File: src/rtl/tx_pkg.sv
// tx_pkg -- shared types and helpers for the UART transmit serializer.
//   tx_state_e   : serializer FSM states (PARITY is only reachable when the
//                  TX_SERIALIZER_PARITY_EN macro is defined)
//   IDLE_LEVEL   : serial line level while no frame is in progress
//   calc_parity  : parity of a word, zero-extended to PAR_MAX_W bits
package tx_pkg;

  typedef enum logic [1:0] {
    IDLE   = 2'd0,
    SHIFT  = 2'd1,
    PARITY = 2'd2
  } tx_state_e;

  localparam logic IDLE_LEVEL = 1'b1;

  // Zero extension does not change XOR parity, so one fixed-width helper
  // serves every DATA_WIDTH up to this size.
  localparam int PAR_MAX_W = 64;

  function automatic logic calc_parity(input logic [PAR_MAX_W-1:0] word,
                                       input logic                 odd);
    return (^word) ^ odd;
  endfunction

endpackage

File: src/rtl/tx_ser_bit_counter.sv
// tx_ser_bit_counter -- bit index within the current data word.
//   CLK, RST : clock, asynchronous active-high reset
//   i_clr    : restart at bit 0 (word loaded into shifter); wins over i_adv
//   i_adv    : advance one bit; held at the last bit, never wraps
//   o_last   : counter is on bit DATA_WIDTH-1
module tx_ser_bit_counter
  import tx_pkg::*;
#(
  parameter int DATA_WIDTH = 8
) (
  input  logic CLK,
  input  logic RST,
  input  logic i_clr,
  input  logic i_adv,
  output logic o_last
);

  localparam int CNT_W = (DATA_WIDTH > 2) ? $clog2(DATA_WIDTH) : 1;
  localparam logic [CNT_W-1:0] LAST_IDX = CNT_W'(DATA_WIDTH - 1);

  logic [CNT_W-1:0] r_cnt;

  always_ff @(posedge CLK or posedge RST) begin
    if (RST)                  r_cnt <= '0;
    else if (i_clr)           r_cnt <= '0;
    else if (i_adv && !o_last) r_cnt <= r_cnt + 1'b1;
  end

  assign o_last = (r_cnt == LAST_IDX);

endmodule

File: src/rtl/tx_serializer_buf.sv
// tx_serializer_buf -- buffered parallel-to-serial converter, UART TX path.
// A one-entry holding register queues the next word while the current one
// shifts, so consecutive frames leave no idle bit between them.
//   CLK, RST    : clock, asynchronous active-high reset
//   P_DATA      : parallel word, captured when data_valid & data_ready
//   data_valid  : P_DATA valid
//   data_ready  : holding register empty
//   ser_en      : bit-advance strobe (baud tick), ignored while idle
//   ser_data    : serial bit, 1 when idle
//   ser_busy    : frame in progress
//   ser_done    : one-cycle pulse after the strobe that ends a frame
// Optional feature: define TX_SERIALIZER_PARITY_EN to append a parity bit
// (even when PAR_ODD=0, odd when PAR_ODD=1) after the data bits.
module tx_serializer_buf
  import tx_pkg::*;
#(
  parameter int DATA_WIDTH = 8,
  parameter int MSB_FIRST  = 0,
  parameter int PAR_ODD    = 0
) (
  input  logic                  CLK,
  input  logic                  RST,
  input  logic [DATA_WIDTH-1:0] P_DATA,
  input  logic                  data_valid,
  output logic                  data_ready,
  input  logic                  ser_en,
  output logic                  ser_data,
  output logic                  ser_busy,
  output logic                  ser_done
);

  tx_state_e             r_state, w_state_nxt;
  logic [DATA_WIDTH-1:0] r_hold, r_shift;
  logic                  r_hold_full, r_done;
  logic                  w_accept, w_load, w_clr, w_adv, w_shift, w_eof;
  logic                  w_last, w_cur_bit;

  assign w_accept = data_valid & ~r_hold_full;

  // ---------------- holding register ----------------
  // accept and load never coincide: accept needs the hold empty, load full.
  always_ff @(posedge CLK or posedge RST) begin
    if (RST) begin
      r_hold      <= '0;
      r_hold_full <= 1'b0;
    end else if (w_accept) begin
      r_hold      <= P_DATA;
      r_hold_full <= 1'b1;
    end else if (w_load) begin
      r_hold_full <= 1'b0;
    end
  end

  // ---------------- shifter ----------------
  always_ff @(posedge CLK or posedge RST) begin
    if (RST)          r_shift <= '0;
    else if (w_load)  r_shift <= r_hold;
    else if (w_shift) r_shift <= (MSB_FIRST != 0) ? {r_shift[DATA_WIDTH-2:0], 1'b0}
                                                  : {1'b0, r_shift[DATA_WIDTH-1:1]};
  end

  assign w_cur_bit = (MSB_FIRST != 0) ? r_shift[DATA_WIDTH-1] : r_shift[0];

`ifdef TX_SERIALIZER_PARITY_EN
  logic r_par;
  // Parity is taken from the hold register as it moves into the shifter,
  // so it reflects the whole word before any bit is shifted out.
  always_ff @(posedge CLK or posedge RST) begin
    if (RST)         r_par <= 1'b0;
    else if (w_load) r_par <= calc_parity(PAR_MAX_W'(r_hold), PAR_ODD != 0);
  end
`else
  logic w_unused_par_odd;
  assign w_unused_par_odd = (PAR_ODD != 0);
`endif

  tx_ser_bit_counter #(.DATA_WIDTH(DATA_WIDTH)) u_cnt (
    .CLK    (CLK),
    .RST    (RST),
    .i_clr  (w_clr),
    .i_adv  (w_adv),
    .o_last (w_last)
  );

  // ---------------- FSM ----------------
  always_ff @(posedge CLK or posedge RST) begin
    if (RST) begin
      r_state <= IDLE;
      r_done  <= 1'b0;
    end else begin
      r_state <= w_state_nxt;
      r_done  <= w_eof;
    end
  end

  always_comb begin
    w_state_nxt = r_state;
    w_load      = 1'b0;
    w_clr       = 1'b0;
    w_adv       = 1'b0;
    w_shift     = 1'b0;
    w_eof       = 1'b0;
    case (r_state)
      IDLE: begin
        if (r_hold_full) begin
          w_load      = 1'b1;
          w_clr       = 1'b1;
          w_state_nxt = SHIFT;
        end
      end
      SHIFT: begin
        if (ser_en) begin
          if (!w_last) begin
            w_shift = 1'b1;
            w_adv   = 1'b1;
          end else begin
`ifdef TX_SERIALIZER_PARITY_EN
            w_state_nxt = PARITY;
`else
            w_eof = 1'b1;
`endif
          end
        end
      end
`ifdef TX_SERIALIZER_PARITY_EN
      PARITY: begin
        if (ser_en) w_eof = 1'b1;
      end
`endif
      default: w_state_nxt = IDLE;
    endcase
    // End of frame: chain straight into the queued word if there is one,
    // so its first bit follows the last bit with no idle gap.
    if (w_eof) begin
      if (r_hold_full) begin
        w_load      = 1'b1;
        w_clr       = 1'b1;
        w_state_nxt = SHIFT;
      end else begin
        w_state_nxt = IDLE;
      end
    end
  end

  // ---------------- outputs ----------------
  always_comb begin
    ser_data = IDLE_LEVEL;
    case (r_state)
      SHIFT:   ser_data = w_cur_bit;
`ifdef TX_SERIALIZER_PARITY_EN
      PARITY:  ser_data = r_par;
`endif
      default: ser_data = IDLE_LEVEL;
    endcase
  end

  assign ser_busy   = (r_state != IDLE);
  assign ser_done   = r_done;
  assign data_ready = ~r_hold_full;

endmodule

File: config.mk
export PLATFORM = sky130hd
export DESIGN_NAME = tx_serializer_buf
export DESIGN_NICKNAME = d
export VERILOG_FILES = /design/src/rtl/tx_pkg.sv /design/src/rtl/tx_ser_bit_counter.sv /design/src/rtl/tx_serializer_buf.sv
export SDC_FILE = /design/constraint.sdc
export NUM_CORES = 1
export LEC_CHECK = 0
export BUFFER_PORTS_ARGS = -buffer_cell sky130_fd_sc_hd__buf_4
export CORE_ASPECT_RATIO = 1.1
export CORE_MARGIN = 3
export CORE_UTILIZATION = 50
export DETAILED_ROUTE_END_ITERATION = 7
export PLACE_DENSITY = 0.72
export SLEW_MARGIN = 20
export SYNTH_ARGS = -nofsm -noshare
export SYNTH_HDL_FRONTEND = slang
export SYNTH_SLANG_ARGS = --single-unit
export TNS_END_PERCENT = 10
File: constraint.sdc
create_clock -name CLK -period 1.85 [get_ports CLK]
set_clock_uncertainty 0.1 [all_clocks]
set_input_delay 0.2775 -clock CLK [delete_from_list [all_inputs] [get_ports CLK]]
set_output_delay 0.2775 -clock CLK [all_outputs]
set_load 0.005 [all_outputs]
Word-level counts from Yosys, hierarchy flattened

Cells that the tools add are included.

Output and inout bits: 4
Register bits: 23
Input bits: 12
Word-level logic and storage cells: 42

Mux-type cells: 21
Equal/unequal tests: 4
$add $sub $neg: 1
Reduce and logical (&&, ||, !) cells: 8
Bitwise operators: 2

Operators by type and width:

| kind                                                            | number |
|---|---|
| 8-bit 2-to-1 mux                                                | 2 |
| 1-bit 2-to-1 mux                                                | 14 |
| 2-bit nonzero test                                              | 4 |
| 3-bit 2-to-1 mux                                                | 2 |
| 2-bit 2-to-1 mux                                                | 2 |
| 2-bit one-hot mux with 2 select lines                           | 1 |
| 3-bit by 1-bit adder with 3-bit output, second input constant   | 1 |
| 3-bit == test, second input constant                            | 1 |
| 3-bit != test, second input constant                            | 1 |
| 2-bit by 1-bit == test with 1-bit output, second input constant | 1 |
| 2-bit logical NOT                                               | 1 |
| 2-bit != test, second input constant                            | 1 |
| 2-bit AND reduction                                             | 1 |
| 1-bit bitwise AND                                               | 1 |
| 1-bit logical AND                                               | 1 |
| 1-bit logical NOT                                               | 1 |
| 1-bit inverter                                                  | 1 |

Depth between registers and ports, before layout

Gate-level depths: netlist (run 1).

Depth in word-level cells: 7
Depth in mapped cells: 6
Mapped depth without buffers: 5

Modules after synthesis

From an unflattened synthesis (run 1), not the netlist that was laid out.

Cells, all modules: 92
Area total of the unflattened synthesis: 965.9 µm²

Modules (own cells, without submodules):

| module             | cells an instance | area each (µm²) | instances | seq. area each (µm²) |
|---|---|---|---|---|
| tx_serializer_buf  | 76                | 778.2           | 1         | 475.5 |
| tx_ser_bit_counter | 16                | 187.7           | 1         | 75.1 |

Worst setup path after synthesis (run 1)

Ideal clock, no wire load.

Kind: reg2reg
From: register u_cnt.r_cnt[0]
To: register r_shift[0]
Clock period less this slack: 1.534 ns
Setup time: 0.094 ns
Required time: 1.656 ns
Buffers on the path: 1
Cell stages (with the launch flop): 7
Setup slack: 0.316 ns
Arrival time: 1.341 ns
Cells stage by stage: dfrtp_1 > ha_1 > ha_1 > a21boi_2 > nor2_2 > buf_6 > a221oi_2

Longest elaborated chain between the ends: 6
Elaborated cells on any way between the ends: 10
Those cells by class: eq/ne (1); mux (8); reduce/logical (1)

RTL lines:

| element                                                       | line                     | source |
|---|---|---|
| start, declared                                               | tx_ser_bit_counter.sv:21 | `logic [CNT_W-1:0] r_cnt;` |
| start signal, assigned                                        | tx_ser_bit_counter.sv:26 | `else if (i_adv && !o_last) r_cnt <= r_cnt + 1'b1;` |
| 3-bit == test (*)                                             | tx_ser_bit_counter.sv:29 | `assign o_last = (r_cnt == LAST_IDX);` |
| 1-bit 2-to-1 mux                                              | tx_serializer_buf.sv:113 | `if (!w_last) begin` |
| 1-bit 2-to-1 mux                                              | tx_serializer_buf.sv:112 | `if (ser_en) begin` |
| 1-bit 2-to-1 mux                                              | tx_serializer_buf.sv:103 | `case (r_state)` |
| 1-bit 2-to-1 mux                                              | tx_serializer_buf.sv:134 | `if (w_eof) begin` |
| 8-bit 2-to-1 mux / 2-bit nonzero test (equally long branches) | -                        |  |
| end signal, assigned                                          | tx_serializer_buf.sv:57  | `else if (w_load) r_shift <= r_hold;` |
| end signal, assigned                                          | tx_serializer_buf.sv:58  | `else if (w_shift) r_shift <= (MSB_FIRST != 0) ? {r_shift[DATA_WIDTH-2:0], 1'b0}` |
| end, declared                                                 | tx_serializer_buf.sv:33  | `logic [DATA_WIDTH-1:0] r_hold, r_shift;` |

Mark *: on every way between the ends. The rest lies on a longest branch, timed or not.
A chain may end at the register's enable or synchronous reset.

Worst setup path after layout (run 1)

From: register u_cnt.r_cnt[0]
To: register r_shift[5]

The elaborated chain is that of the path after synthesis.

==> results.ini, run 1 <==
[routing]
avgRoutedWirePerCell_um = 11.3
drt_iter0_markers = 2
met2WireLength_um = 796
routed_wl_um = 1580
drtPass1Iterations = 4
final_antenna_net_count = 0
wl_met1_um = 714
drc = 0
wl_met3_um = 54
routed.top_layer = met4
routed_via_density = 4.81
vias = 674

[setup_path]
path_class = flop to flop
regToRegSetupSlack_ps = 170
crit_path_end_kind = flop
startpoint = u_cnt.r_cnt[0]$_DFFE_PP0P_
worstRegToRegCells = 5
path_max_fanout = 7
reg2reg_to = r_shift[5]$_DFFE_PP0P_
endpoint = r_shift[5]$_DFFE_PP0P_
r2r_start = u_cnt.r_cnt[0]$_DFFE_PP0P_
cp-start-kind = flop
crit_required_ps = 1950
crit_arrival_ps = 1780

[run]
maxCapViolations = 0

[final_layout]
diodes = 0
syn2layout_area_growth_pct = 18.9
num-nets-final = 128
drive_above_1_share = 0.292

[clock_tree]
htreeDepth = 1
cts_num_sinks = 22
cts.path.max_buffers = 2
cts_buffers = 3
cts_setup_buffers = 0
clkSlewWorstSetupHoldPaths_ps = 120
cts-root-buf = clkbuf_4
tritoncts = yes
insertion_delay_ps = 300

[synth]
ys_warn_count = 0
syn_nets = 108
synth_xor_area_frac = 0.00878
synthAdderAreaFrac = 0.0251
synth_top_family_by_area = compound AO/OA/AOI/OAI gates
synth_top_area_cell = dfrtp_1
synthFlopType = dfrtp_1
synth_mux_area_frac = 0.0301
synth_most_common_cell = dfrtp_1
synth_cells = 94
synth_compound_gate_area_share = 0.164
ys_ff_latch = 22
synth_area_um2 = 997
synth_cell_types = 21
ys_seq_area_frac = 0.552
async_reset_ff_frac = 1.00
synth_area_leaders = dfrtp_1, a221oi_2, inv_1
syn_avg_cell_area_um2 = 10.6
synth_commonest_cells = dfrtp_1, inv_1, nor2_1
yosys.area.top_type_share = 0.552
synth-edff-count = 0
synth-simple-area-share = 0.128

[power]
p_leak_uw = 0.000594
irDropWorstVdd_mv = 0.757
power.density_nw_per_um2 = 1310
p_total_uw = 1560

[hold_path]
holdCritPathClass = input port to flop

[global_routing]
grt_pass1_wl_um = 2960
grt_pass1_vias = 686
grt_util_all_layers = 0.152
grt_max_degree = 23
antenna_found_initial = 0
grt.overflow.total = 0

[sta]
slew_violations = 0
maxSlewHeadroom = 0.658
fin_crit_sh = 0.907
setup_viol = 0
tightest_slew_ps = 511
hold_viol_final = 0
max_freq_ghz = 0.596
tns_ps = 0
rsz0062_at_grt = false
whs_ps = 66.8
fin_crit_ps = 1680

[floorplanning]
die_h_um = 52.8
rows = 16
dieArea_um2 = 2570
die_x_um = 48.6
ioPinCount = 16
core-area_um2 = 1840
start_util = 0.541

[run_status]
status = complete, no violations

[place]
portBuffers = 15
dpl.hpwl_um = 1140
gp_congestion = 0.731

-- flip-flops by register name (all words and copies together) (netlist names) --
name	cells
r_hold_full	1
r_state	1
r_shift	8
u_cnt.r_cnt	3
ser_done	1
r_hold	8
-- cell families after synthesis --
kind of cell	count (synthesis)
fa+ha+maj	2
flops	22
simple gates	28
compound gates	17
buf+inv	21
mux	3
xor+xnor	1
-- area by class of cell --
class	instances	area [um^2]
fillers	150	656
flip-flops and latches	22	551
multi-input cells	51	360
repair buffers	18	138
inverters	18	67.6
clock buffers	4	36.3
well taps	27	33.8
-- metal layers --
metal | vias to the layer above | global-route usage
met3 | 2 | 0.0342
met5 | - | 0
met1 | 322 | 0.189
met2 | 11 | 0.257
met4 | 0 | 0.0664
li1 | 339 | -
-- layout by cell type (no fill, tap or decap) --
master	count
dfrtp_1	22
inv_1	18
buf_4	17
nor2_1	12
nand2_1	10
o21ai_0	8
a221oi_2	5
mux2i_1	3
clkbuf_4	3
a221oi_1	2
ha_1	2
a21boi_2	1
nor2_4	1
and2b_2	1
o22ai_4	1
nand3b_1	1
nor2b_2	1
xor2_1	1
and3_2	1
or2_2	1
clkbuf_8	1
dlygate4sd3_1	1
-- worst max-delay path, cell delays in order, from the launching register on --
cell and delay (ps):
dfrtp_1 410, ha_1 200, ha_1 220, and2b_2 250
o22ai_4 120, a221oi_1 280
-- power by group --
part / leakage (uW) / internal (uW) / total (uW) / switching (uW)
combinational: 0.000316 / 249 / 534 / 286
clock: 0.0000210 / 120 / 256 / 136
sequential: 0.000257 / 679 / 767 / 88.1
total: 0.000594 / 1050 / 1560 / 510
-- how the worst min path moves through the flow --
| stage | start | end | slack [ps] | cells after the start |
|---|---|---|---|---|
| 6_report | P_DATA[0] | r_hold[0]$_DFFE_PP0P_ | 70 | 3 |
| 5_1_grt | P_DATA[0] | r_hold[0]$_DFFE_PP0P_ | 80 | 3 |
| 4_1_cts | P_DATA[0] | r_hold[0]$_DFFE_PP0P_ | 60 | 3 |
| 3_5_place_dp | RST | r_state[0]$_DFFE_PP0P_ | 230 | 3 |
| 3_3_place_gp | RST | r_state[0]$_DFFE_PP0P_ | 240 | 3 |
| 2_1_floorplan | RST | r_hold[0]$_DFFE_PP0P_ | 170 | 1 |
-- through the flow --
stage                     worst slack, ps  instances  cell area (um^2)  utilization
after global routing                 96.5        140              1190        0.644
final                                 172        140              1190        0.644
after floorplan                       316         94               997            -
after CTS                            77.7        140              1180        0.641
after global placement                193        135              1130        0.616
after detailed placement             84.0        135              1130        0.616
-- what timing repair did --
action	CTS	global route
endpoints found under the setup margin	0	3
hold buffers	1	0
resized for setup	0	1
hold endpoints to repair	22	0
Power figures use the tool's default switching activity.
==> run 2: changes to the inputs <==
BUFFER_PORTS_ARGS = default   (was -buffer_cell sky130_fd_sc_hd__buf_4)
CELL_PAD_IN_SITES_DETAIL_PLACEMENT = 1   (was default)
CELL_PAD_IN_SITES_GLOBAL_PLACEMENT = 1   (was default)
CORE_UTILIZATION = 46   (was 50)
DONT_BUFFER_PORTS = 1   (was default)
PLACE_DENSITY = default   (was 0.72)
PLACE_DENSITY_LB_ADDON = 0.1   (was default)
==> results.ini, run 2 (synthesized netlist as in run 1, its figures left out) <==
[global_routing]
grt_util_all_layers = 0.171
grt_pass1_vias = 733
grt_max_degree = 23
grt.overflow.total = 0
busiest_layer = met2
grt_pass1_wl_um = 3360
grt_util_met2 = 0.311
use_met3 = 0.0381
met1_usage = 0.192
antenna_found_initial = 0

[floorplanning]
start_util = 0.488
dieArea_um2 = 2760
ioPinCount = 16
die_x_um = 50.4
rows = 17
core-area_um2 = 2040
die_h_um = 54.8

[clock_tree]
htreeDepth = 1
cts_num_sinks = 22
clkSlewWorstSetupHoldPaths_ps = 120
tritoncts = yes
cts-root-buf = clkbuf_4
cts_buffers = 3
cts.path.max_buffers = 2
insertion_delay_ps = 320

[final_layout]
drive_above_1_share = 0.168
final_cell_mix = dfrtp_1, inv_1, nor2_1
reg_top3 = r_hold x8, r_shift x8, u_cnt.r_cnt x3
diodes = 0
num-nets-final = 122
fillers = 240
layout_commonest_cell = dfrtp_1
syn2layout_area_growth_pct = 16.8

[setup_path]
cp-start-kind = flop
crit_required_ps = 1970
regToRegSetupSlack_ps = 190
crit_arrival_ps = 1780
path_class = flop to flop
crit_path_end_kind = flop
path_max_fanout = 12

[routing]
routed_via_density = 5.03
drc = 0
avgRoutedWirePerCell_um = 14.4
drt_iter0_markers = 9
vias = 679
routed_wl_um = 1940
final_antenna_net_count = 0
drtPass1Iterations = 4

[sta]
hold_viol_final = 0
slew_violations = 0
maxSlewHeadroom = 0.643
tns_ps = 0
fin_crit_ps = 1660
max_freq_ghz = 0.603
setup_viol = 0
rsz0062_at_grt = false
tightest_slew_ps = 534
fin_crit_sh = 0.897

[power]
irDropWorstVdd_mv = 0.641
p_leak_uw = 0.000560
power.density_nw_per_um2 = 1350
p_total_uw = 1570

[run]
maxCapViolations = 0

[place]
dpl.hpwl_um = 1320
gp_congestion = 0.714
portBuffers = 0

[hold_path]
holdCritPathClass = input port to flop

[run_status]
status = complete, no violations

-- run 2: through the flow --
stage | cell area, um^2 | utilization | hold slack, ps | setup slack (ps) | cells
6_report | 1160 | 0.570 | 63.7 | 191 | 135
3_5_place_dp | 1020 | 0.501 | 124 | 94.3 | 121
2_1_floorplan | 997 | - | 167 | 316 | 94
3_3_place_gp | 1020 | 0.501 | 119 | 155 | 121
5_1_grt | 1160 | 0.570 | 42.9 | 82.0 | 135
4_1_cts | 1150 | 0.563 | 1.98 | 70.4 | 134
-- run 2: layer usage --
metal  vias up  part of all wire
met2        10              0.51
met3         5             0.027
met4         0             0.025
met5         -                 0
met1       334              0.43
li1        330                 -
-- run 2: area by class of cell --
cell class / count / area, um^2 / share of cell area
inverter: 18 / 67.6 / 0.0580
timing repair buffer: 12 / 115 / 0.0988
clock buffer: 4 / 36.3 / 0.0311
multi-input combinational: 51 / 360 / 0.309
sequential: 22 / 551 / 0.473
tap: 28 / 35.0 / 0.0301
-- run 2: final timing paths --
check | start | to | cells past startpoint
worst max-delay path | u_cnt.r_cnt[0]$_DFFE_PP0P_ | r_shift[5]$_DFFE_PP0P_ | 5
worst min-delay path | ser_en | ser_done$_DFF_PP0_ | 1
max in group asynchronous | RST | u_cnt.r_cnt[0]$_DFFE_PP0P_ | 3
worst min register to register | r_hold[6]$_DFFE_PP0P_ | r_shift[6]$_DFFE_PP0P_ | 2
min in group asynchronous | RST | r_hold[3]$_DFFE_PP0P_ | 3
worst max register to register | u_cnt.r_cnt[0]$_DFFE_PP0P_ | r_shift[5]$_DFFE_PP0P_ | 5
-- run 2: report_power, final --
| part | total (uW) | switching, uW | internal (uW) |
|---|---|---|---|
| registers | 779 | 98.8 | 680 |
| logic | 520 | 295 | 226 |
| clock network | 270 | 150 | 120 |
| total | 1570 | 543 | 1030 |
-- run 2: repair_timing --
item,CTS,global route
gates resized for setup,0,1
buffers inserted,0,0
setup endpoints to repair,0,3
endpoints found under the hold margin,30,1
hold buffers,9,1
-- run 2: worst max-delay path, stage by stage, from the launching register on --
cell and delay (ps):
dfrtp_1 410, ha_1 200, ha_1 220, a21boi_2 220, nor2_4 120, a221oi_1 300
==> run 3: changes to the inputs <==
CORE_ASPECT_RATIO = 0.7   (was 1.1)
==> results.ini, run 3 (synthesized netlist as in run 1, its figures left out) <==
[clock_tree]
tritoncts = yes
cts_num_sinks = 22
clkSlewWorstSetupHoldPaths_ps = 120
insertion_delay_ps = 300
htreeDepth = 1
cts-root-buf = clkbuf_4
cts_buffers = 3
cts.path.max_buffers = 2

[sta]
slew_violations = 0
setup_slack_ps = 146
fin_crit_sh = 0.921
whs_ps = 52.5
setup_viol = 0
maxSlewHeadroom = 0.774
tns_ps = 0
rsz0062_at_grt = false
fin_crit_ps = 1700
hold_viol_final = 0
tightest_slew_ps = 339
max_freq_ghz = 0.587

[setup_path]
cp-start-kind = flop
worstRegToRegCells = 6
reg2reg_to = r_shift[2]$_DFFE_PP0P_
startpoint = u_cnt.r_cnt[0]$_DFFE_PP0P_
crit_path_end_kind = flop
regToRegSetupSlack_ps = 150
path_max_fanout = 6
r2r_start = u_cnt.r_cnt[0]$_DFFE_PP0P_
path_class = flop to flop
crit_required_ps = 1970
crit_arrival_ps = 1820

[hold_path]
hold_depth = 1
min-delay-start = ser_en
holdCritPathClass = input port to flop
min_to = ser_done$_DFF_PP0_

[global_routing]
antenna_found_initial = 0
met1_usage = 0.231
grt_util_all_layers = 0.169
busiest_layer = met2
grt_pass1_wl_um = 3340
grt_pass1_vias = 707
grt.overflow.total = 0
grt_util_met2 = 0.259
use_met3 = 0.0514
grt_max_degree = 23

[routing]
final_antenna_net_count = 0
drtPass1Iterations = 2
avgRoutedWirePerCell_um = 14.7
routed_via_density = 5.27
vias = 695
drc = 0
routed_wl_um = 1940
drt_iter0_markers = 8

[run_status]
status = complete, no violations

[place]
portBuffers = 0
placedCellCount = 118
dpl.hpwl_um = 1360
gp_congestion = 0.778
place_ws_ps = 167

[floorplanning]
ioPinCount = 16
start_util = 0.511
die_h_um = 45.0
die_x_um = 61.7
dieArea_um2 = 2770
rows = 13
core-area_um2 = 1950

[run]
maxCapViolations = 0

[power]
irDropWorstVdd_mv = 0.562
power.density_nw_per_um2 = 1340
p_leak_uw = 0.000576
p_total_uw = 1580

[final_layout]
reg_top3 = r_hold x8, r_shift x8, u_cnt.r_cnt x3
fin_cells = 132
layout_commonest_cell = dfrtp_1
final_cell_mix = dfrtp_1, inv_1, nor2_1
syn2layout_area_growth_pct = 17.8
diodes = 0
num-nets-final = 125
drive_above_1_share = 0.191

-- run 3: how the worst max path moves through the flow --
stage / endpoint / cells past startpoint
after global placement: r_shift[2]$_DFFE_PP0P_ / 6
after floorplan: r_shift[0]$_DFFE_PP0P_ / 6
after CTS: r_shift[6]$_DFFE_PP0P_ / 5
after global routing: r_shift[1]$_DFFE_PP0P_ / 6
after detailed placement: r_shift[6]$_DFFE_PP0P_ / 5
final: r_shift[2]$_DFFE_PP0P_ / 6
-- run 3: cell type report --
class,instances,area [um^2]
clock buffers,4,36.3
well taps,22,27.5
repair buffers,15,138
inverters,18,67.6
multi-input cells,51,355
flip-flops and latches,22,551
fillers,201,777
-- run 3: repair_timing --
action,CTS,global route
hold buffers,10,0
endpoints found under the hold margin,31,0
resized for setup,0,0
setup buffers,0,0
-- run 3: per-layer routing --
metal | vias to the layer above | routed length, um | part of all wire
met5 | - | 0 | 0
met3 | 2 | 74 | 0.038
met1 | 345 | 949 | 0.49
met2 | 12 | 896 | 0.46
met4 | 0 | 19 | 0.0098
li1 | 336 | - | -
-- run 3: critical path: stages, from the launching register on --
cell	delay [ps]
dfrtp_1	410
ha_1	200
ha_1	210
a21boi_2	160
nor2_2	90
buf_4	170
a221oi_2	270
-- run 3: report_power, final --
| part | switching, uW | total (uW) | leakage (uW) | internal (uW) |
|---|---|---|---|---|
| sequential | 98.7 | 779 | 0.000257 | 680 |
| combinational | 298 | 538 | 0.000298 | 240 |
| clock | 139 | 259 | 0.0000210 | 120 |
| total | 536 | 1580 | 0.000576 | 1040 |
-- run 3: through the flow --
stage                     utilization  area [um^2]
after floorplan                     -          997
after global placement          0.532         1040
after detailed placement        0.532         1040
after CTS                       0.602         1170
after global routing            0.602         1170
final                           0.602         1170
